$ cat config.mk
export PLATFORM = sky130hd
export DESIGN_NAME = sipo_rx_ctrl
export DESIGN_NICKNAME = d
export VERILOG_FILES = /design/src/rtl/sipo_rx_ctrl.sv
export SDC_FILE = /design/constraint.sdc
export NUM_CORES = 1
export LEC_CHECK = 0
export ABC_AREA = 1
export ABC_CLOCK_PERIOD_IN_PS = 1700
export CORE_ASPECT_RATIO = 0.8
export CORE_MARGIN = 10
export CORE_UTILIZATION = 53
export DETAILED_ROUTE_END_ITERATION = 10
export GPL_TIMING_DRIVEN = 0
export HOLD_SLACK_MARGIN = 0.03
export PLACE_DENSITY = 0.76
export SLEW_MARGIN = 15
export SYNTH_ARGS = -nofsm -noshare
export SYNTH_HDL_FRONTEND = slang
export SYNTH_SLANG_ARGS = --single-unit
$ cat constraint.sdc
create_clock -name clk_i -period 1.7 [get_ports clk_i]
set_clock_uncertainty 0.15 [all_clocks]
set_input_delay 0.51 -clock clk_i [delete_from_list [all_inputs] [get_ports clk_i]]
set_output_delay 0.51 -clock clk_i [all_outputs]
set_load 0.01 [all_outputs]
$ cat src/rtl/sipo_rx_ctrl.sv
`default_nettype none
// ============================================================================
// sipo_rx_ctrl : framed serial-in/parallel-out receiver with valid/ready output
// Rev 1.0
// ============================================================================
module sipo_rx_ctrl #(
  parameter int WIDTH        = 4,
  parameter int CLKS_PER_BIT = 4
) (
  input  logic             clk_i,
  input  logic             rst_ni,
  input  logic             si_i,
  output logic [WIDTH-1:0] q_o,
  output logic             q_valid_o,
  input  logic             q_ready_i,
  output logic             busy_o,
  output logic             frame_err_o,
  output logic             overrun_o
);

  localparam int HALF  = CLKS_PER_BIT / 2;
  localparam int CNT_W = $clog2(CLKS_PER_BIT);
  localparam int BIT_W = (WIDTH > 1) ? $clog2(WIDTH) : 1;

  localparam logic [CNT_W-1:0] CNT_FULL = CNT_W'(CLKS_PER_BIT - 1);
  localparam logic [CNT_W-1:0] CNT_HALF = CNT_W'(HALF - 1);
  localparam logic [BIT_W-1:0] BIT_LAST = BIT_W'(WIDTH - 1);

  typedef enum logic [2:0] {
    S_IDLE  = 3'd0,
    S_START = 3'd1,
    S_DATA  = 3'd2,
    S_STOP  = 3'd3,
    S_BREAK = 3'd4
  } state_e;

  state_e           state_q, state_d;
  logic             sync1_q, sync2_q;
  logic [CNT_W-1:0] cnt_q, cnt_d;
  logic [BIT_W-1:0] bcnt_q, bcnt_d;
  logic [WIDTH-1:0] sr_q, sr_d;
  logic [WIDTH-1:0] q_q, q_d;
  logic             q_valid_q, q_valid_d;
  logic             busy_q, busy_d;
  logic             frame_err_q, frame_err_d;
  logic             overrun_q, overrun_d;

  logic             w_s;
  logic             w_cnt_zero;
  logic [WIDTH-1:0] w_sr_shift;

  assign w_s        = sync2_q;
  assign w_cnt_zero = (cnt_q == '0);

  // New bits enter at the MSB so the first bit ends up in sr[0]
  generate
    if (WIDTH == 1) begin : g_shift_one
      assign w_sr_shift = w_s;
    end else begin : g_shift_multi
      assign w_sr_shift = {w_s, sr_q[WIDTH-1:1]};
    end
  endgenerate

  always_ff @(posedge clk_i or negedge rst_ni) begin
    if (!rst_ni) begin
      sync1_q     <= 1'b1;
      sync2_q     <= 1'b1;
      state_q     <= S_IDLE;
      cnt_q       <= '0;
      bcnt_q      <= '0;
      sr_q        <= '0;
      q_q         <= '0;
      q_valid_q   <= 1'b0;
      busy_q      <= 1'b0;
      frame_err_q <= 1'b0;
      overrun_q   <= 1'b0;
    end else begin
      sync1_q     <= si_i;
      sync2_q     <= sync1_q;
      state_q     <= state_d;
      cnt_q       <= cnt_d;
      bcnt_q      <= bcnt_d;
      sr_q        <= sr_d;
      q_q         <= q_d;
      q_valid_q   <= q_valid_d;
      busy_q      <= busy_d;
      frame_err_q <= frame_err_d;
      overrun_q   <= overrun_d;
    end
  end

  always_comb begin
    state_d     = state_q;
    cnt_d       = cnt_q;
    bcnt_d      = bcnt_q;
    sr_d        = sr_q;
    q_d         = q_q;
    q_valid_d   = q_valid_q;
    frame_err_d = 1'b0;
    overrun_d   = 1'b0;

    if (q_valid_q && q_ready_i) begin
      q_valid_d = 1'b0;
    end

    case (state_q)
      S_IDLE: begin
        if (!w_s) begin
          cnt_d   = CNT_HALF;
          state_d = S_START;
        end
      end
      S_START: begin
        if (!w_cnt_zero) begin
          cnt_d = cnt_q - CNT_W'(1);
        end else if (!w_s) begin
          cnt_d   = CNT_FULL;
          bcnt_d  = '0;
          state_d = S_DATA;
        end else begin
          state_d = S_IDLE;
        end
      end
      S_DATA: begin
        if (!w_cnt_zero) begin
          cnt_d = cnt_q - CNT_W'(1);
        end else begin
          sr_d  = w_sr_shift;
          cnt_d = CNT_FULL;
          if (bcnt_q == BIT_LAST) begin
            state_d = S_STOP;
          end else begin
            bcnt_d = bcnt_q + BIT_W'(1);
          end
        end
      end
      S_STOP: begin
        if (!w_cnt_zero) begin
          cnt_d = cnt_q - CNT_W'(1);
        end else if (w_s) begin
          state_d = S_IDLE;
          // A word still held and not taken this edge makes the new one lost
          if (!q_valid_q || q_ready_i) begin
            q_d       = sr_q;
            q_valid_d = 1'b1;
          end else begin
            overrun_d = 1'b1;
          end
        end else begin
          frame_err_d = 1'b1;
          sr_d        = '0;
          state_d     = S_BREAK;
        end
      end
      S_BREAK: begin
        if (w_s) begin
          state_d = S_IDLE;
        end
      end
      default: begin
        state_d = S_IDLE;
      end
    endcase

    busy_d = (state_d != S_IDLE);
  end

  assign q_o         = q_q;
  assign q_valid_o   = q_valid_q;
  assign busy_o      = busy_q;
  assign frame_err_o = frame_err_q;
  assign overrun_o   = overrun_q;

endmodule
`default_nettype wire

# --- After elaboration in Yosys (flattened, before gate mapping) ---
# Index checks and enable logic that the tools add are counted.
op_classes:
  n_mux: 36
  n_addsub: 2
  n_reduce_logical: 13
  n_eq_ne: 14
ops:
  columns: ["op", "count"]
  rows:
  - ["3-bit two-way mux", 7]
  - ["2-bit two-way mux", 10]
  - ["2-bit != test, second input constant", 8]
  - ["3-bit case mux with 5 select lines", 1]
  - ["1-bit two-way mux", 12]
  - ["4-bit two-way mux", 3]
  - ["4-bit AND reduction", 3]
  - ["2-bit case mux with 4 select lines", 1]
  - ["4-bit case mux with 2 select lines", 1]
  - ["3-bit by 2-bit == test with 1-bit output, second input constant", 2]
  - ["5-bit AND reduction", 1]
  - ["2-bit case mux with 2 select lines", 1]
  - ["2-bit nonzero test", 2]
  - ["4-bit nonzero test", 1]
  - ["3-bit by 1-bit == test with 1-bit output, second input constant", 1]
  - ["3-bit == test, second input constant", 1]
  - ["3-bit zero test", 1]
  - ["3-bit != test, second input constant", 1]
  - ["3-bit nonzero test", 1]
  - ["2-bit by 1-bit adder with 2-bit output, second input constant", 1]
  - ["2-bit == test, second input constant", 1]
  - ["2-bit zero test", 1]
  - ["2-bit by 1-bit subtractor with 2-bit output, second input constant", 1]
  - ["1-bit logical AND", 1]
  - ["other kinds (2)", 2]
totals:
  reg_bits: 21
  out_inout_bits: 8
  inputBits: 4

# --- Longest topological paths before layout ---
logic_depth:
  depth_word: 6
  depth_mapped: 9

# --- Worst setup path before layout ---
# OpenSTA, ideal clock, no wires.
synth_timing:
  kind: "register to register"
  from: "reg cnt_q[0]"
  to: "reg q_q[0], in the netlist q_o[0]"
  setup_time_ps: 117
  arrival_time_ps: 1132
  required_time_ps: 1433
  path_slack_ps: 301
  stages_incl_launch_ff: 8
  path_cell_list: "dfrtp_1 -> inv_1 -> ha_1 -> inv_1 -> nor3_4 -> nand2_2 -> nand2_1 -> nand2_1"
synth_via:
  elab_chain_len: 2
synth_rtl:
  columns: ["element", "line", "text"]
  rows:
  - ["start, declared", "39", "logic [CNT_W-1:0] cnt_q, cnt_d;"]
  - ["start signal, assigned", "81", "cnt_q <= cnt_d;"]
  - ["2-bit zero test", "53", "assign w_cnt_zero = (cnt_q == '0);"]
  - ["4-bit AND reduction (no line)", null, null]
  - ["end signal, assigned", "84", "q_q <= q_d;"]
  - ["end, declared", "42", "logic [WIDTH-1:0] q_q, q_d;"]
# Every way passes these cells.
# A chain may end at the register's enable or synchronous reset.

# --- Final worst setup path ---
layout_timing:
  from: "reg q_q[2], in the netlist q_o[2]"
  to: "out q_o[2]"
layout_lines:
  columns: ["element", "line", "text"]
  rows:
  - ["end, declared", "13", "output logic [WIDTH-1:0] q_o,"]
# No word-level cell between the ends.

==> results.sh <==
export IMPL_status="finished clean"
export IMPL_end_kind="output pin"
export IMPL_crit_chain="dlygate4sd2_1"
export IMPL_grt_max_degree=22
export IMPL_antennaDiodeCount=0
export IMPL_highest_layer="met4"
export IMPL_wl_met3_um=163
export IMPL_hold_path_class="reg -> reg"
export IMPL_io_pins=12
export IMPL_synth_nets=138
export IMPL_grt_pass1_wl_um=3201
export IMPL_period_minus_slack_ps=1639
export IMPL_p_leak_nw=0.6757
export IMPL_fill_cells=158
export IMPL_synth_top_cell_area_share_pct=45.45
export IMPL_r2r_start="cnt_q[0]"
export IMPL_synthArstFlopShare_pct=100.0
export IMPL_synthCells=131
export IMPL_die_area_um2=4162
export IMPL_cts_root_buf="clkbuf_4"
export IMPL_worstRegToRegCells=7
export IMPL_synth_edf_count=0
export IMPL_holdWs_ps=214.4
export IMPL_hold_depth=0
export IMPL_dr_wl_met2_um=711
export IMPL_fp_coreArea_um2=1874
export IMPL_fin_total_pwr_mw=1.811
export IMPL_grt_pass1_vias=770
export IMPL_grt_total_usage_pct=9.464
export IMPL_vias_per_cell=4.965
export IMPL_finalMaxSlewViolations=0
export IMPL_die_y_um=59.74
export IMPL_worst_path_buf_inv=1
export IMPL_power_switching_uw=757.1
export IMPL_irDropWorstVdd_v=0.0008977
export IMPL_seqPwrFrac_pct=41.6
export IMPL_cap_viol_max_count=0
export IMPL_r2r_end="sr_q[1]"
export IMPL_tightest_slew_ps=909.8
export IMPL_postCtsSetupBuffers=0
export IMPL_syn_area_per_cell_um2=7.985
export IMPL_drtAntennaViolNets=0
export IMPL_clock_latency_ps=310
export IMPL_gp_congestion=0.7983
export IMPL_r2r_setup_slack_ps=200
export IMPL_clockBufferDepth=2
export IMPL_initial_core_util_pct=55.81
export IMPL_cts_tree="yes"
export IMPL_sw_frac_of_total_pct=41.80
export IMPL_wl_met1_um=888
export IMPL_area_delta_synth_final_pct=15.43
export IMPL_finalHoldViolCount=0
export IMPL_num_rows=14
export IMPL_critPathMaxStageDelay_ps=390
export IMPL_slowest_stage="dfrtp_1"
export IMPL_wl_um=1796
export IMPL_nNetsFinal=154
export IMPL_path_delay_family="flip-flops"
export IMPL_period_share_pct=96.40
export IMPL_drtIter0Drc=25
export IMPL_setup_violations=0
export IMPL_cp_start_kind="register"
export IMPL_critPathMaxFanout=2
export IMPL_fin_area_um2=1207
export IMPL_firstDrtPassIters=4
export IMPL_post_drt_wl_per_cell_um=10.56
export IMPL_io_buffer_count=11
export IMPL_ys_seq_area_share_pct=50.48
export IMPL_drive_gt1_share_pct=11.64
export IMPL_syn_area_um2=1046
export IMPL_p_int_mw=1.054
export IMPL_dpl_hpwl_um=1428
export IMPL_clock_sinks=21
export IMPL_pwr_share_comb_pct=45.0
export IMPL_htreeDepth=1
export IMPL_clk_pin_slew_ps=120
export IMPL_max_slew_margin_pct=39.16
export IMPL_cts_inserted_buffers=3
export IMPL_antenna_found_initial=0
export IMPL_hold_path_end="sync2_q"
export IMPL_die_w_um=69.67
export IMPL_multi_input_area_um2=424.2
export IMPL_synth_ff_type="dfrtp_1"
export IMPL_max_freq_mhz=610.2
export IMPL_ys_warn_count=0
export IMPL_yosys_area_top_type="dfrtp_1"
export IMPL_synth_seq_cells=21
export IMPL_layout_area_seq_um2=528.0
export IMPL_final_util_pct=64.42
export IMPL_overflow=0
export IMPL_clkPwrFrac_pct=13.4
export IMPL_via_count=844
export IMPL_synth_area_leaders="dfrtp_1, nand2_1, nand3_1"
export IMPL_hp_start="sync1_q"
export IMPL_power_density_nw_per_um2=1500
export IMPL_postPlaceCellArea_um2=1186
export IMPL_drc_errors=0
export IMPL_path_class="reg -> out"
export IMPL_ys_types=18
export IMPL_rsz0062_at_grt="no"
export IMPL_arrival_ps=980
export IMPL_critPathRequiredTime_ps=1040
-- registers in the layout (all words and copies together), names as in the netlist --
name         cells
bcnt_q           2
busy_o           1
cnt_q            2
frame_err_o      1
overrun_o        1
q_o              4
q_valid_o        1
sr_q             4
state_q          3
sync1_q          1
sync2_q          1
-- power by group through the flow --
stage / sequential, mW / combinational, mW / clock, mW
6_report: 0.753 / 0.816 / 0.242
5_1_grt: 0.772 / 0.952 / 0.283
4_1_cts: 0.754 / 0.822 / 0.256
3_5_place_dp: 0.767 / 0.858 / 0
3_3_place_gp: 0.763 / 0.834 / 0
2_1_floorplan: 0.776 / 0.582 / 0
-- cell usage after synthesis, types with 2 or more instances --
library cell	n
nand2_1	44
dfrtp_1	19
inv_1	19
nand3_1	16
nor2_1	11
ha_1	3
inv_2	3
dfstp_2	2
nand2_2	2
nor2_2	2
nor3_1	2
o21ai_0	2
-- metrics by stage --
stage / instances / setup TNS (ps) / worst slack [ps]
2_1_floorplan: 131 / 0 / 301.2
3_3_place_gp: 166 / -2203 / -116.8
3_5_place_dp: 166 / -2087 / -110.6
4_1_cts: 170 / 0 / 32.73
5_1_grt: 170 / 0 / 1.819
6_report: 170 / 0 / 61.21
-- cell type report --
class | count | share of cell area, %
sequential | 21 | 43.73
multi-input combinational | 87 | 35.13
timing repair buffer | 11 | 8.394
inverter | 22 | 6.839
tap | 24 | 2.487
clock buffer | 3 | 1.865
buffer | 1 | 0.9326
clock inverter | 1 | 0.6218
-- per-layer routing --
metal	track usage (%)	vias up
met5	0	-
met4	4.494	0
met3	5.464	6
met2	13.54	24
met1	11.21	376
li1	-	438
-- layout by cell type (no fill, tap or decap), drive strengths merged --
cell and count:
nand3 17, clkbuf 3, a21oi 2, dfrtp 19, clkdlybuf4s15 1, nor2 13, ha 3, dfstp 2
buf 1, inv 22, nor3 3, dlygate4sd2 7, o21a 1, o21ai 2, nand2 46, clkdlybuf4s50 3
clkinvlp 1
-- worst max-delay path by stage --
stage	from	endpoint	slack, ps	depth (start not counted)
after floorplan	cnt_q[0]	q_o[0]	300	7
after global placement	rst_ni	sr_q[1]	-120	1
after detailed placement	rst_ni	sr_q[1]	-110	1
after CTS	q_valid_o	q_valid_o	30	1
after global routing	q_o[1]	q_o[1]	2	1
final	q_o[2]	q_o[2]	60	1
-- cell families after synthesis --
group	synth area share (%)
compound gates	2.990
buf+inv	8.971
flops	50.48
simple gates	33.97
fa+ha+maj	3.589
-- what timing repair did --
action	CTS	global route
hold buffers	0	0
resized for setup	8	2
pin swaps	0	1
endpoints found under the setup margin	8	7
(Power assumes the default switching activity.)
